**src/rtl/spi_rx_pkg.sv**
```systemverilog
// Shared types and helpers for the SPI word receiver.
//   spi_mode_t     : SPI mode encoding {CPOL, CPHA}
//   sample_rising  : 1 when the sampling edge of spi_sclk is a rising edge
//   bytes_per_word : number of bytes in one received word
`timescale 1ns/1ps
package spi_rx_pkg;

   typedef enum logic [1:0] {
      MODE0 = 2'b00,
      MODE1 = 2'b01,
      MODE2 = 2'b10,
      MODE3 = 2'b11
   } spi_mode_t;

   localparam int BITS_PER_BYTE = 8;

   // Leading edge is rising when CPOL=0; CPHA=1 moves sampling to the
   // trailing edge, so the sample edge is rising exactly when CPOL==CPHA.
   function automatic logic sample_rising(input logic cpol, input logic cpha);
      return (cpol == cpha);
   endfunction

   function automatic int bytes_per_word(input int word_w);
      return word_w / BITS_PER_BYTE;
   endfunction

endpackage

```
**src/rtl/spi_word_receiver_if.sv**
```systemverilog
// Bus bundle of the SPI word receiver.
//   slave  : receiver side (SPI pins and clear in, word/RAM-write/status out)
//   master : driver side (testbench or SoC glue)
`timescale 1ns/1ps
interface spi_word_receiver_if #(
   parameter int WORD_W = 16,
   parameter int ADDR_W = 15,
   parameter int CNT_W  = 16
);
   logic              clear;
   logic              spi_sclk;
   logic              spi_mosi;
   logic              spi_cs_n;
   logic [WORD_W-1:0] word_out;
   logic [ADDR_W-1:0] address;
   logic              write_pulse;
   logic [CNT_W-1:0]  byte_count;
   logic              frame_active;
   logic              frame_error;

   modport slave (
      input  clear, spi_sclk, spi_mosi, spi_cs_n,
      output word_out, address, write_pulse, byte_count, frame_active, frame_error
   );

   modport master (
      output clear, spi_sclk, spi_mosi, spi_cs_n,
      input  word_out, address, write_pulse, byte_count, frame_active, frame_error
   );
endinterface

```
**src/rtl/spi_input_sync.sv**
```systemverilog
// Single-bit multi-flop synchroniser with selectable reset value.
//   clk, reset : system clock, async active-high reset
//   i_d        : asynchronous input
//   o_q        : synchronised output (last stage)
`timescale 1ns/1ps
module spi_input_sync #(
   parameter int   STAGES    = 2,
   parameter logic RESET_VAL = 1'b0
) (
   input  logic clk,
   input  logic reset,
   input  logic i_d,
   output logic o_q
);
   logic [STAGES-1:0] r_sync;

   always_ff @(posedge clk or posedge reset) begin
      if (reset) r_sync <= {STAGES{RESET_VAL}};
      else       r_sync <= {r_sync[STAGES-2:0], i_d};
   end

   assign o_q = r_sync[STAGES-1];
endmodule

```
**src/rtl/spi_word_receiver.sv**
```systemverilog
// SPI slave receive path, oversampled on clk. Assembles WORD_W-bit words in
// the selected SPI mode and emits each with a one-cycle write pulse and an
// auto-incrementing RAM address; counts bytes and flags truncated frames.
//   clk, reset : system clock (>= 4x sclk), async active-high reset
//   bus.slave  : clear, spi_sclk/mosi/cs_n in; word_out, address,
//                write_pulse, byte_count, frame_active, frame_error out
`timescale 1ns/1ps
module spi_word_receiver
   import spi_rx_pkg::*;
#(
   parameter int WORD_W      = 16,
   parameter int ADDR_W      = 15,
   parameter int CNT_W       = 16,
   parameter int CPOL        = 0,
   parameter int CPHA        = 0,
   parameter int MSB_FIRST   = 1,
   parameter int SYNC_STAGES = 2
) (
   input  logic               clk,
   input  logic               reset,
   spi_word_receiver_if.slave bus
);
   localparam int        BC_W        = $clog2(WORD_W);
   localparam spi_mode_t MODE        = spi_mode_t'({1'(CPOL), 1'(CPHA)});
   localparam logic      SAMPLE_RISE = sample_rising(MODE[1], MODE[0]);

   logic w_sclk_s, w_mosi_s, w_cs_s;
   logic w_edge, w_cs_rise;
   logic [WORD_W-1:0] w_next_word;

   logic              r_sclk_d, r_cs_d;
   logic [WORD_W-1:0] r_shift;
   logic [BC_W-1:0]   r_bit_cnt;
   logic [WORD_W-1:0] r_word_out;
   logic [ADDR_W-1:0] r_addr_cnt;
   logic [ADDR_W-1:0] r_address;
   logic              r_write_pulse;
   logic [CNT_W-1:0]  r_byte_cnt;
   logic              r_frame_error;

   spi_input_sync #(.STAGES(SYNC_STAGES), .RESET_VAL(1'(CPOL))) u_sync_sclk (
      .clk(clk), .reset(reset), .i_d(bus.spi_sclk), .o_q(w_sclk_s));
   spi_input_sync #(.STAGES(SYNC_STAGES), .RESET_VAL(1'b0)) u_sync_mosi (
      .clk(clk), .reset(reset), .i_d(bus.spi_mosi), .o_q(w_mosi_s));
   spi_input_sync #(.STAGES(SYNC_STAGES), .RESET_VAL(1'b1)) u_sync_cs (
      .clk(clk), .reset(reset), .i_d(bus.spi_cs_n), .o_q(w_cs_s));

   assign w_edge    = (SAMPLE_RISE ? (w_sclk_s & ~r_sclk_d) : (~w_sclk_s & r_sclk_d)) & ~w_cs_s;
   assign w_cs_rise = w_cs_s & ~r_cs_d;

   always_comb begin
      w_next_word = r_shift;
      if (MSB_FIRST != 0) w_next_word = {r_shift[WORD_W-2:0], w_mosi_s};
      else                w_next_word = {w_mosi_s, r_shift[WORD_W-1:1]};
   end

   always_ff @(posedge clk or posedge reset) begin
      if (reset) begin
         // Delay flops start at the synchroniser reset values so that
         // release from reset never looks like an sclk or cs_n edge.
         r_sclk_d      <= 1'(CPOL);
         r_cs_d        <= 1'b1;
         r_shift       <= '0;
         r_bit_cnt     <= '0;
         r_word_out    <= '0;
         r_addr_cnt    <= '0;
         r_address     <= '0;
         r_write_pulse <= 1'b0;
         r_byte_cnt    <= '0;
         r_frame_error <= 1'b0;
      end else begin
         r_sclk_d      <= w_sclk_s;
         r_cs_d        <= w_cs_s;
         r_write_pulse <= 1'b0;
         if (bus.clear) begin
            // Clear beats a completing word: no pulse, counters zeroed.
            r_bit_cnt     <= '0;
            r_addr_cnt    <= '0;
            r_address     <= '0;
            r_byte_cnt    <= '0;
            r_frame_error <= 1'b0;
         end else if (w_cs_rise) begin
            // End of frame beats a coincident sample edge; partial word dropped.
            r_bit_cnt <= '0;
            if (r_bit_cnt != '0) r_frame_error <= 1'b1;
         end else if (w_edge) begin
            r_shift <= w_next_word;
            if (r_bit_cnt == BC_W'(WORD_W-1)) begin
               r_word_out    <= w_next_word;
               r_write_pulse <= 1'b1;
               r_address     <= r_addr_cnt;
               r_addr_cnt    <= r_addr_cnt + ADDR_W'(1);
               r_byte_cnt    <= r_byte_cnt + CNT_W'(bytes_per_word(WORD_W));
               r_bit_cnt     <= '0;
            end else begin
               r_bit_cnt <= r_bit_cnt + BC_W'(1);
            end
         end
      end
   end

   assign bus.word_out     = r_word_out;
   assign bus.address      = r_address;
   assign bus.write_pulse  = r_write_pulse;
   assign bus.byte_count   = r_byte_cnt;
   assign bus.frame_active = ~w_cs_s;
   assign bus.frame_error  = r_frame_error;
endmodule

```
**src/flat_wrapper.sv**
```systemverilog
// flat-port wrapper written by rule: the top's interface ports become plain ports
module spi_word_receiver_flat import spi_rx_pkg::*;
#(
   parameter int WORD_W      = 16,
   parameter int ADDR_W      = 15,
   parameter int CNT_W       = 16,
   parameter int CPOL        = 0,
   parameter int CPHA        = 0,
   parameter int MSB_FIRST   = 1,
   parameter int SYNC_STAGES = 2
)
  (clk, reset, bus_clear, bus_spi_sclk, bus_spi_mosi, bus_spi_cs_n, bus_word_out, bus_address, bus_write_pulse, bus_byte_count, bus_frame_active, bus_frame_error);
  spi_word_receiver_if #(.WORD_W(WORD_W), .ADDR_W(ADDR_W), .CNT_W(CNT_W)) bus_i ();
  input  logic clk;
  input  logic reset;
  input wire logic [$bits(bus_i.clear)-1:0] bus_clear;
  input wire logic [$bits(bus_i.spi_sclk)-1:0] bus_spi_sclk;
  input wire logic [$bits(bus_i.spi_mosi)-1:0] bus_spi_mosi;
  input wire logic [$bits(bus_i.spi_cs_n)-1:0] bus_spi_cs_n;
  output wire logic [$bits(bus_i.word_out)-1:0] bus_word_out;
  output wire logic [$bits(bus_i.address)-1:0] bus_address;
  output wire logic [$bits(bus_i.write_pulse)-1:0] bus_write_pulse;
  output wire logic [$bits(bus_i.byte_count)-1:0] bus_byte_count;
  output wire logic [$bits(bus_i.frame_active)-1:0] bus_frame_active;
  output wire logic [$bits(bus_i.frame_error)-1:0] bus_frame_error;
  assign bus_i.clear = bus_clear;
  assign bus_i.spi_sclk = bus_spi_sclk;
  assign bus_i.spi_mosi = bus_spi_mosi;
  assign bus_i.spi_cs_n = bus_spi_cs_n;
  assign bus_word_out = bus_i.word_out;
  assign bus_address = bus_i.address;
  assign bus_write_pulse = bus_i.write_pulse;
  assign bus_byte_count = bus_i.byte_count;
  assign bus_frame_active = bus_i.frame_active;
  assign bus_frame_error = bus_i.frame_error;
  spi_word_receiver #(.WORD_W(WORD_W), .ADDR_W(ADDR_W), .CNT_W(CNT_W), .CPOL(CPOL), .CPHA(CPHA), .MSB_FIRST(MSB_FIRST), .SYNC_STAGES(SYNC_STAGES)) u_core (.clk(clk), .reset(reset), .bus(bus_i));
endmodule
```
**config.mk**
```make
export PLATFORM = sky130hd
export DESIGN_NAME = spi_word_receiver_flat
export DESIGN_NICKNAME = d
export VERILOG_FILES = /design/src/rtl/spi_rx_pkg.sv /design/src/rtl/spi_word_receiver_if.sv /design/src/rtl/spi_input_sync.sv /design/src/rtl/spi_word_receiver.sv /design/src/flat_wrapper.sv
export SDC_FILE = /design/constraint.sdc
export NUM_CORES = 1
export LEC_CHECK = 0
export ABC_AREA = 1
export BUFFER_PORTS_ARGS = -buffer_cell sky130_fd_sc_hd__buf_2
export CORE_MARGIN = 3
export CORE_UTILIZATION = 56
export DETAILED_ROUTE_END_ITERATION = 10
export PLACE_DENSITY = 0.86
export SLEW_MARGIN = 30
export SYNTH_ARGS = -nofsm -noshare
export SYNTH_HDL_FRONTEND = slang
export SYNTH_SLANG_ARGS = --single-unit
```
**constraint.sdc**
```tcl
create_clock -name clk -period 4.8 [get_ports clk]
set_input_delay 0.96 -clock clk [delete_from_list [all_inputs] [get_ports clk]]
set_output_delay 0.96 -clock clk [all_outputs]
set_load 0.005 [all_outputs]
```
==> results.md, run 1 <==
* Chip Height at 90.5 µm
* Final worst clock skew at 12.9 ps
* Die Width at 90.5 µm
* Finish-stage setup viols at 0
* Max-Slew Margin vs Limit at 45.9%
* Net count after synthesis at 479
* Maximum ir drop on the vdd rail at 0.194 mV
* RSZ-0062 raised after global routing: false
* Resize count post-CTS at 0
* Total number of clock tree sinks at 90
* Share of the core filled with cells in the final layout at 65.2%
* Internal Power at 0.986 mW
* Detailed-route vias per instance at 5.13
* Synthesized cell area at 4000 µm²
* Share of the synthesized area in compound gates (AO/OA/AOI/OAI) at 9.03%
* Element type at the critical path start: register
* Power density of the placed cells at 297 nW/µm²
* Simple-gate portion of the synthesized area at 24.8%
* Sequential area share after synthesis at 56.4%
* Sum of net half-perimeters after detailed placement at 5.49 mm
* Worst reg2reg startpoint: u_core.r_bit_cnt[1]
* Leakage at 2.25 nW
* Max Fanout on Critical Path at 39
* Detailed router's first-iteration violation count at 202
* Root buf cell: clkbuf_8
* Num CTS Buffers at 9
* Number of buffers inserted for hold repair after clock tree synthesis at 0
* Sequential share of power at 58.7%
* CTS tree: yes
* Fin crit share at 50.4%
* Wire length reported by the detailed router at 7.89 mm
* Count of yosys warnings during synthesis at 0
* Routed WL per cell at 12.7 µm
* Worst hold path type: reg2reg
* Distinct cell type count of the synthesized netlist at 30
* Combinational family with the most area after synthesis: simple AND/OR/NAND/NOR gates
* Time the worst path needs with I/O delays and setup at 2420 ps
* Adder and majority cell fraction of the synthesized area at 1.25%
* Placeable core area at 6870 µm²
* Placer Congestion at 0.876
* Number of detailed-routing iterations run before antenna repair at 4
* Initial antenna violation count at 0
* Number of global-route vias before repair at 3,121
* Start point of the worst hold path: u_core.u_sync_sclk.r_sync[0]
* Total of fill cells in the finished design at 587
* Antenna Nets Post-Route at 0
* Sum of negative setup slack at 0 ps
* Residual DRC at 0
* Synthesized area per cell at 8.53 µm²
* Global route total overflow at 0
* Reported max-cap violation count at 0
* Area of the die at 8200 µm²
* Slew at the pin with the worst max-slew slack at 809 ps
* Signal arrival time at the worst endpoint at 2710 ps
* First-pass GRT wire length at 13.9 mm
* Flip-flop and latch count after synthesis at 90
* Latest clock arrival within the worst-skew pair at 360 ps
* Area of the multi-input gates at 1450 µm²
* Switching Power at 0.342 mW
* Max Clock Freq at 413 MHz
* Required time worst endpoint at 5090 ps
* Quantity of I/O buffers inserted on ports at 54
* Number of cells on the worst reg-to-reg path at 7
* Hold path endpoint: u_core.u_sync_sclk.r_sync[1]
* Floorplan row count at 30
* Fraction of power spent switching nets at 25.8%
* Maximum buffer depth of the clock tree at 2
* ANT cells at 0
* Logic gate share of total power at 4.2%
* Crit Path Category: reg2reg
* Post-CTS clock slew at the launch and capture registers of the worst setup and hold paths at 90 ps
* Run status: complete, no violations
* Xor/xnor share of the synthesized area at 1.09%
* Min-Delay Path Depth at 0
* Ports placed on the boundary at 56
* Register Area at 2260 µm²
* Worst reg2reg setup slack at 2380 ps
* Post-synthesis cell count at 469
* Mux share of post-synthesis cell area at 0%
* Final count of hold timing violations at 0
* Number of levels the H-tree was split into at 3
* Largest net degree at the start of global routing at 64
* Share of total power in the clock network at 37.1%
* Category of the worst setup path capture point: register
* Effective utilization at floorplan at 58.3%
* Max-slew violations at 0
* Buffers inserted by post-CTS timing repair at 0
* Net count of the finished layout at 528
* Total via count after detailed routing at 3,176
* Global-route total usage across every layer at 20.6%
* Layout overhead on the synthesized area at 11.8%
* Critical register-to-register path endpoint: u_core.bus.address[9]
* Share of final-layout standard cells stronger than drive strength 1 at 17.8%
## logic make-up (layout without fill, tap and decap cells)
| logic type | count (synthesis) | in the layout |
|---|---|---|
| AND/OR/NAND/NOR | 243 | 243 |
| other | 1 | 1 |
| adder cells (fa/ha/maj) | 4 | 4 |
| AO/OA/AOI/OAI | 62 | 62 |
| flip-flops | 90 | 90 |
| buffers and inverters | 64 | 118 |
| XOR/XNOR | 5 | 5 |
## power groups by stage
stage                     Sequential [mW]  Clock, mW  Combinational (mW)
final                               0.779      0.493              0.0555
after global routing                0.782      0.535              0.0658
after CTS                           0.780      0.502              0.0569
after detailed placement            0.795          0              0.0570
after global placement              0.794          0              0.0539
after floorplan                     0.793          0              0.0435
## area by class of cell
type | instances | share of cell area, %
clock buffers | 9 | 2.77
clock inverters | 7 | 1.51
inverters | 47 | 4.05
multi-input cells | 315 | 32.4
flip-flops and latches | 90 | 50.4
well taps | 96 | 2.68
repair buffers | 55 | 6.20
## worst max-delay path, stage by stage, from the launching register on
cell     delay (ps)
dfrtp_1         390
ha_1            240
nand3_4         160
nor2_4          430
nand2_2         560
inv_2           420
nand2_1          90
nand2_1          70
## synth_stat cells
master / count / area share [%]
a21oi_1: 14 / 1.8
a31oi_1: 1 / 0.16
buf_1: 2 / 0.19
buf_2: 6 / 0.75
buf_4: 3 / 0.56
buf_6: 5 / 1.4
clkbuf_1: 1 / 0.094
conb_1: 1 / 0.094
dfrtp_1: 87 / 54
dfstp_2: 3 / 2.0
ha_1: 4 / 1.3
inv_1: 44 / 4.1
inv_2: 3 / 0.28
nand2_1: 145 / 14
nand2_2: 1 / 0.16
nand3_1: 25 / 3.1
nand3_4: 1 / 0.44
nand4_1: 5 / 0.78
nor2_1: 60 / 5.6
nor2_4: 1 / 0.28
nor3_1: 4 / 0.50
nor3_2: 1 / 0.25
o21ai_0: 23 / 2.9
o21ai_1: 9 / 1.1
o21ai_2: 10 / 2.2
o21bai_2: 1 / 0.28
o22ai_1: 3 / 0.47
o31ai_1: 1 / 0.19
xnor2_1: 2 / 0.44
xor2_1: 3 / 0.66
## layout by cell type (no fill, tap or decap), drive strengths merged, types with 4 or more instances in the layout
master    n
a21oi    14
buf      55
clkbuf    9
dfrtp    87
ha        4
inv      50
nand2   146
nand3    26
nand4     5
nor2     61
nor3      5
o21ai    42
## sequential cells by signal (all words and copies together) (netlist names), 2 cells and up
signal                     flops
u_core.bus.address            15
u_core.r_addr_cnt             15
u_core.bus.byte_count         15
u_core.u_sync_mosi.r_sync      2
u_core.bus.word_out           16
u_core.r_bit_cnt               4
u_core.u_sync_cs.r_sync        2
u_core.u_sync_sclk.r_sync      2
u_core.r_shift                15
## layer usage
layer	track usage, %	vias to the layer above	wire, µm
met2	34.2	84	3820
met4	8.55	0	121
met5	0	-	0
met3	4.25	10	419
li1	-	1565	-
met1	26.3	1517	3530
## worst max-delay path by stage
stage	from	slack [ps]	cells after the start	end
after CTS	u_core.r_bit_cnt[1]	2350	7	u_core.bus.address[9]
after global placement	bus_clear	2130	6	u_core.r_addr_cnt[1]
final	u_core.r_bit_cnt[1]	2380	7	u_core.bus.address[9]
after detailed placement	bus_clear	2080	6	u_core.r_addr_cnt[1]
after floorplan	reset	1510	1	u_core.bus.address[0]
after global routing	u_core.r_bit_cnt[1]	2080	7	u_core.r_addr_cnt[1]
## through the flow
| stage | power, mW | setup slack [ps] | hold slack (ps) | std cells | area [µm²] |
|---|---|---|---|---|---|
| 6_report | 1.33 | 2380 | 356 | 619 | 4480 |
| 3_5_place_dp | 0.851 | 2080 | 335 | 603 | 4290 |
| 2_1_floorplan | 0.836 | 1510 | 331 | 469 | 4000 |
| 5_1_grt | 1.38 | 2080 | 364 | 619 | 4480 |
| 4_1_cts | 1.34 | 2350 | 359 | 619 | 4480 |
| 3_3_place_gp | 0.848 | 2130 | 334 | 603 | 4280 |
Note: power is estimated with default switching activity, not from simulation.
==> run 2, diff against run 1 <==
clock period = 2.5 ns   (was 4.8 ns; I/O delays follow)
==> run 2 against run 1 <==
Compared with the run above:
- final cell count grew 1.1%
- hold slack lost 130 ps
- largest cell class unchanged
- critical path depth fell by 1
- clock-buffer cell count is the same
==> results.md, run 2 (same netlist as run 1, synthesis figures left out) <==
* Finish-stage setup viols at 0 (unchanged)
* Effective utilization at floorplan at 58.3% (unchanged)
* Reported max-cap violation count at 0 (unchanged)
* Net count of the finished layout at 535 (+1.3%)
* Buffers inserted by post-CTS timing repair at 0 (unchanged)
* ANT cells at 0 (unchanged)
* Placeable core area at 6870 µm² (unchanged)
* Worst-path cell chain: ha_1, nand3_4, o21bai_2, nand3_1, nand2_1, nor2_1
* Antenna Nets Post-Route at 0 (unchanged)
* Number of global-route vias before repair at 3,220 (+3.2%)
* Max Fanout on Critical Path at 14 (-64%)
* Num CTS Buffers at 9 (unchanged)
* Number of buffers inserted for hold repair after clock tree synthesis at 0 (unchanged)
* Element type at the critical path start: register
* Quantity of I/O buffers inserted on ports at 54 (unchanged)
* Sum of negative setup slack at 0 ps (unchanged)
* Total of fill cells in the finished design at 555 (-5.5%)
* Crit Path Category: reg2reg
* Detailed-route vias per instance at 5.20 (+1.4%)
* Total via count after detailed routing at 3,257 (+2.6%)
* Largest net degree at the start of global routing at 39 (-39%)
* Total number of clock tree sinks at 90 (unchanged)
* Leakage at 2.30 nW (+2.2%)
* Final count of hold timing violations at 0 (unchanged)
* Highest-count cells in the layout ignoring fill and taps: 145 x nand2_1, 87 x dfrtp_1, 60 x nor2_1
* Most common cell after layout, fill and taps aside: nand2_1
* Initial antenna violation count at 0 (unchanged)
* Detailed router's first-iteration violation count at 241 (+19%)
* Ports placed on the boundary at 56 (unchanged)
* Time the worst path needs with I/O delays and setup at 1810 ps (-606 ps)
* Root buf cell: clkbuf_8
* Worst reg2reg setup slack at 690 ps (-1690 ps)
* Chip Height at 90.5 µm (unchanged)
* Placer Congestion at 0.863 (-1.5%)
* Required time worst endpoint at 2750 ps (-2340 ps)
* Slew at the pin with the worst max-slew slack at 663 ps (-146 ps)
* Wire length reported by the detailed router at 8.28 mm (+5.0%)
* Global-route total usage across every layer at 21.7% (+1.1 points)
* Critical path's slowest cell: o21bai_2
* Area of the multi-input gates at 1450 µm² (unchanged)
* Resize count post-CTS at 0 (unchanged)
* CTS tree: yes
* Die Width at 90.5 µm (unchanged)
* Number of detailed-routing iterations run before antenna repair at 4 (unchanged)
* Latest clock arrival within the worst-skew pair at 360 ps (about the same)
* Number of levels the H-tree was split into at 3 (unchanged)
* Final worst clock skew at 8.28 ps (-4.64 ps)
* Layout overhead on the synthesized area at 14.3%
* Floorplan row count at 30 (unchanged)
* Maximum ir drop on the vdd rail at 0.371 mV (+92%)
* Maximum buffer depth of the clock tree at 2 (unchanged)
* Peak per-stage delay on the critical path at 550 ps (about the same)
* Flip-flop count of the largest register, all copies and words added at 16 (unchanged)
* Residual DRC at 0 (unchanged)
* Max-Slew Margin vs Limit at 55.7% (+9.8 points)
* Run status: complete, no violations
* Routed WL per cell at 13.2 µm (+3.9%)
* Fin crit share at 72.5% (+22 points)
* Max Clock Freq at 551 MHz (+33%)
* RSZ-0062 raised after global routing: false
* Sum of net half-perimeters after detailed placement at 5.80 mm (+5.6%)
* Signal arrival time at the worst endpoint at 2070 ps (-640 ps)
* Register Area at 2260 µm² (unchanged)
* First-pass GRT wire length at 14.5 mm (+4.6%)
* Power density of the placed cells at 595 nW/µm² (+100%)
* Category of the worst setup path capture point: register
* Post-CTS clock slew at the launch and capture registers of the worst setup and hold paths at 90 ps (about the same)
* Worst hold path type: in2async
* Minimum hold slack at 224 ps (-132 ps)
* Max-slew violations at 0 (unchanged)
* Share of final-layout standard cells stronger than drive strength 1 at 18.9% (+1.1 points)
* Global route total overflow at 0 (unchanged)
* Area of the die at 8200 µm² (unchanged)
## run 2: cell type report
class / count / share of cell area [%]
clock inverters: 7 / 2.24
multi-input cells: 315 / 31.7
repair buffers: 62 / 7.49
flip-flops and latches: 90 / 49.3
inverters: 47 / 3.94
well taps: 96 / 2.63
clock buffers: 9 / 2.71
## run 2: worst paths after layout
path / cells after the start / endpoint / from
hold reg to reg: 0 / u_core.u_sync_cs.r_sync[1] / u_core.u_sync_cs.r_sync[0]
setup reg to reg: 6 / u_core.r_addr_cnt[7] / u_core.r_bit_cnt[1]
setup / recovery: 6 / u_core.r_addr_cnt[7] / u_core.r_bit_cnt[1]
min in group clk: 1 / u_core.u_sync_cs.r_sync[0] / bus_spi_cs_n
hold / removal: 2 / u_core.r_bit_cnt[1] / reset
max in group asynchronous: 3 / u_core.r_addr_cnt[8] / reset
## run 2: worst max-delay path, delay by kind of cell, from the launching register on
family                     cells  cell delay (ps)
adders and majority gates      1              240
and+or+nand+nor                4              530
DFF                            1              380
AOI/OAI and AO/OA              1              550
## run 2: through the flow
step / setup WS (ps) / cells / total power, mW / utilization (%) / instance area, µm²
after floorplan: 953 / 469 / 1.61 / - / 4010
after global placement: 761 / 610 / 1.64 / 63.3 / 4350
after detailed placement: 695 / 610 / 1.64 / 63.3 / 4350
after CTS: 669 / 626 / 2.74 / 66.6 / 4580
after global routing: 607 / 626 / 2.81 / 66.6 / 4580
final: 687 / 626 / 2.72 / 66.6 / 4580
## run 2: metal layers
metal / wire (µm) / vias up / track usage (%)
met5: 0 / - / 0
met4: 142 / 0 / 8.29
met3: 480 / 16 / 4.83
met2: 4170 / 97 / 37.2
met1: 3490 / 1562 / 26.9
li1: - / 1582 / -
## run 2: power by group
group	switching [mW]	internal [mW]
Combinational	0.0836	0.0310
Sequential	0.0145	1.48
Clock	0.539	0.571
Total	0.637	2.09
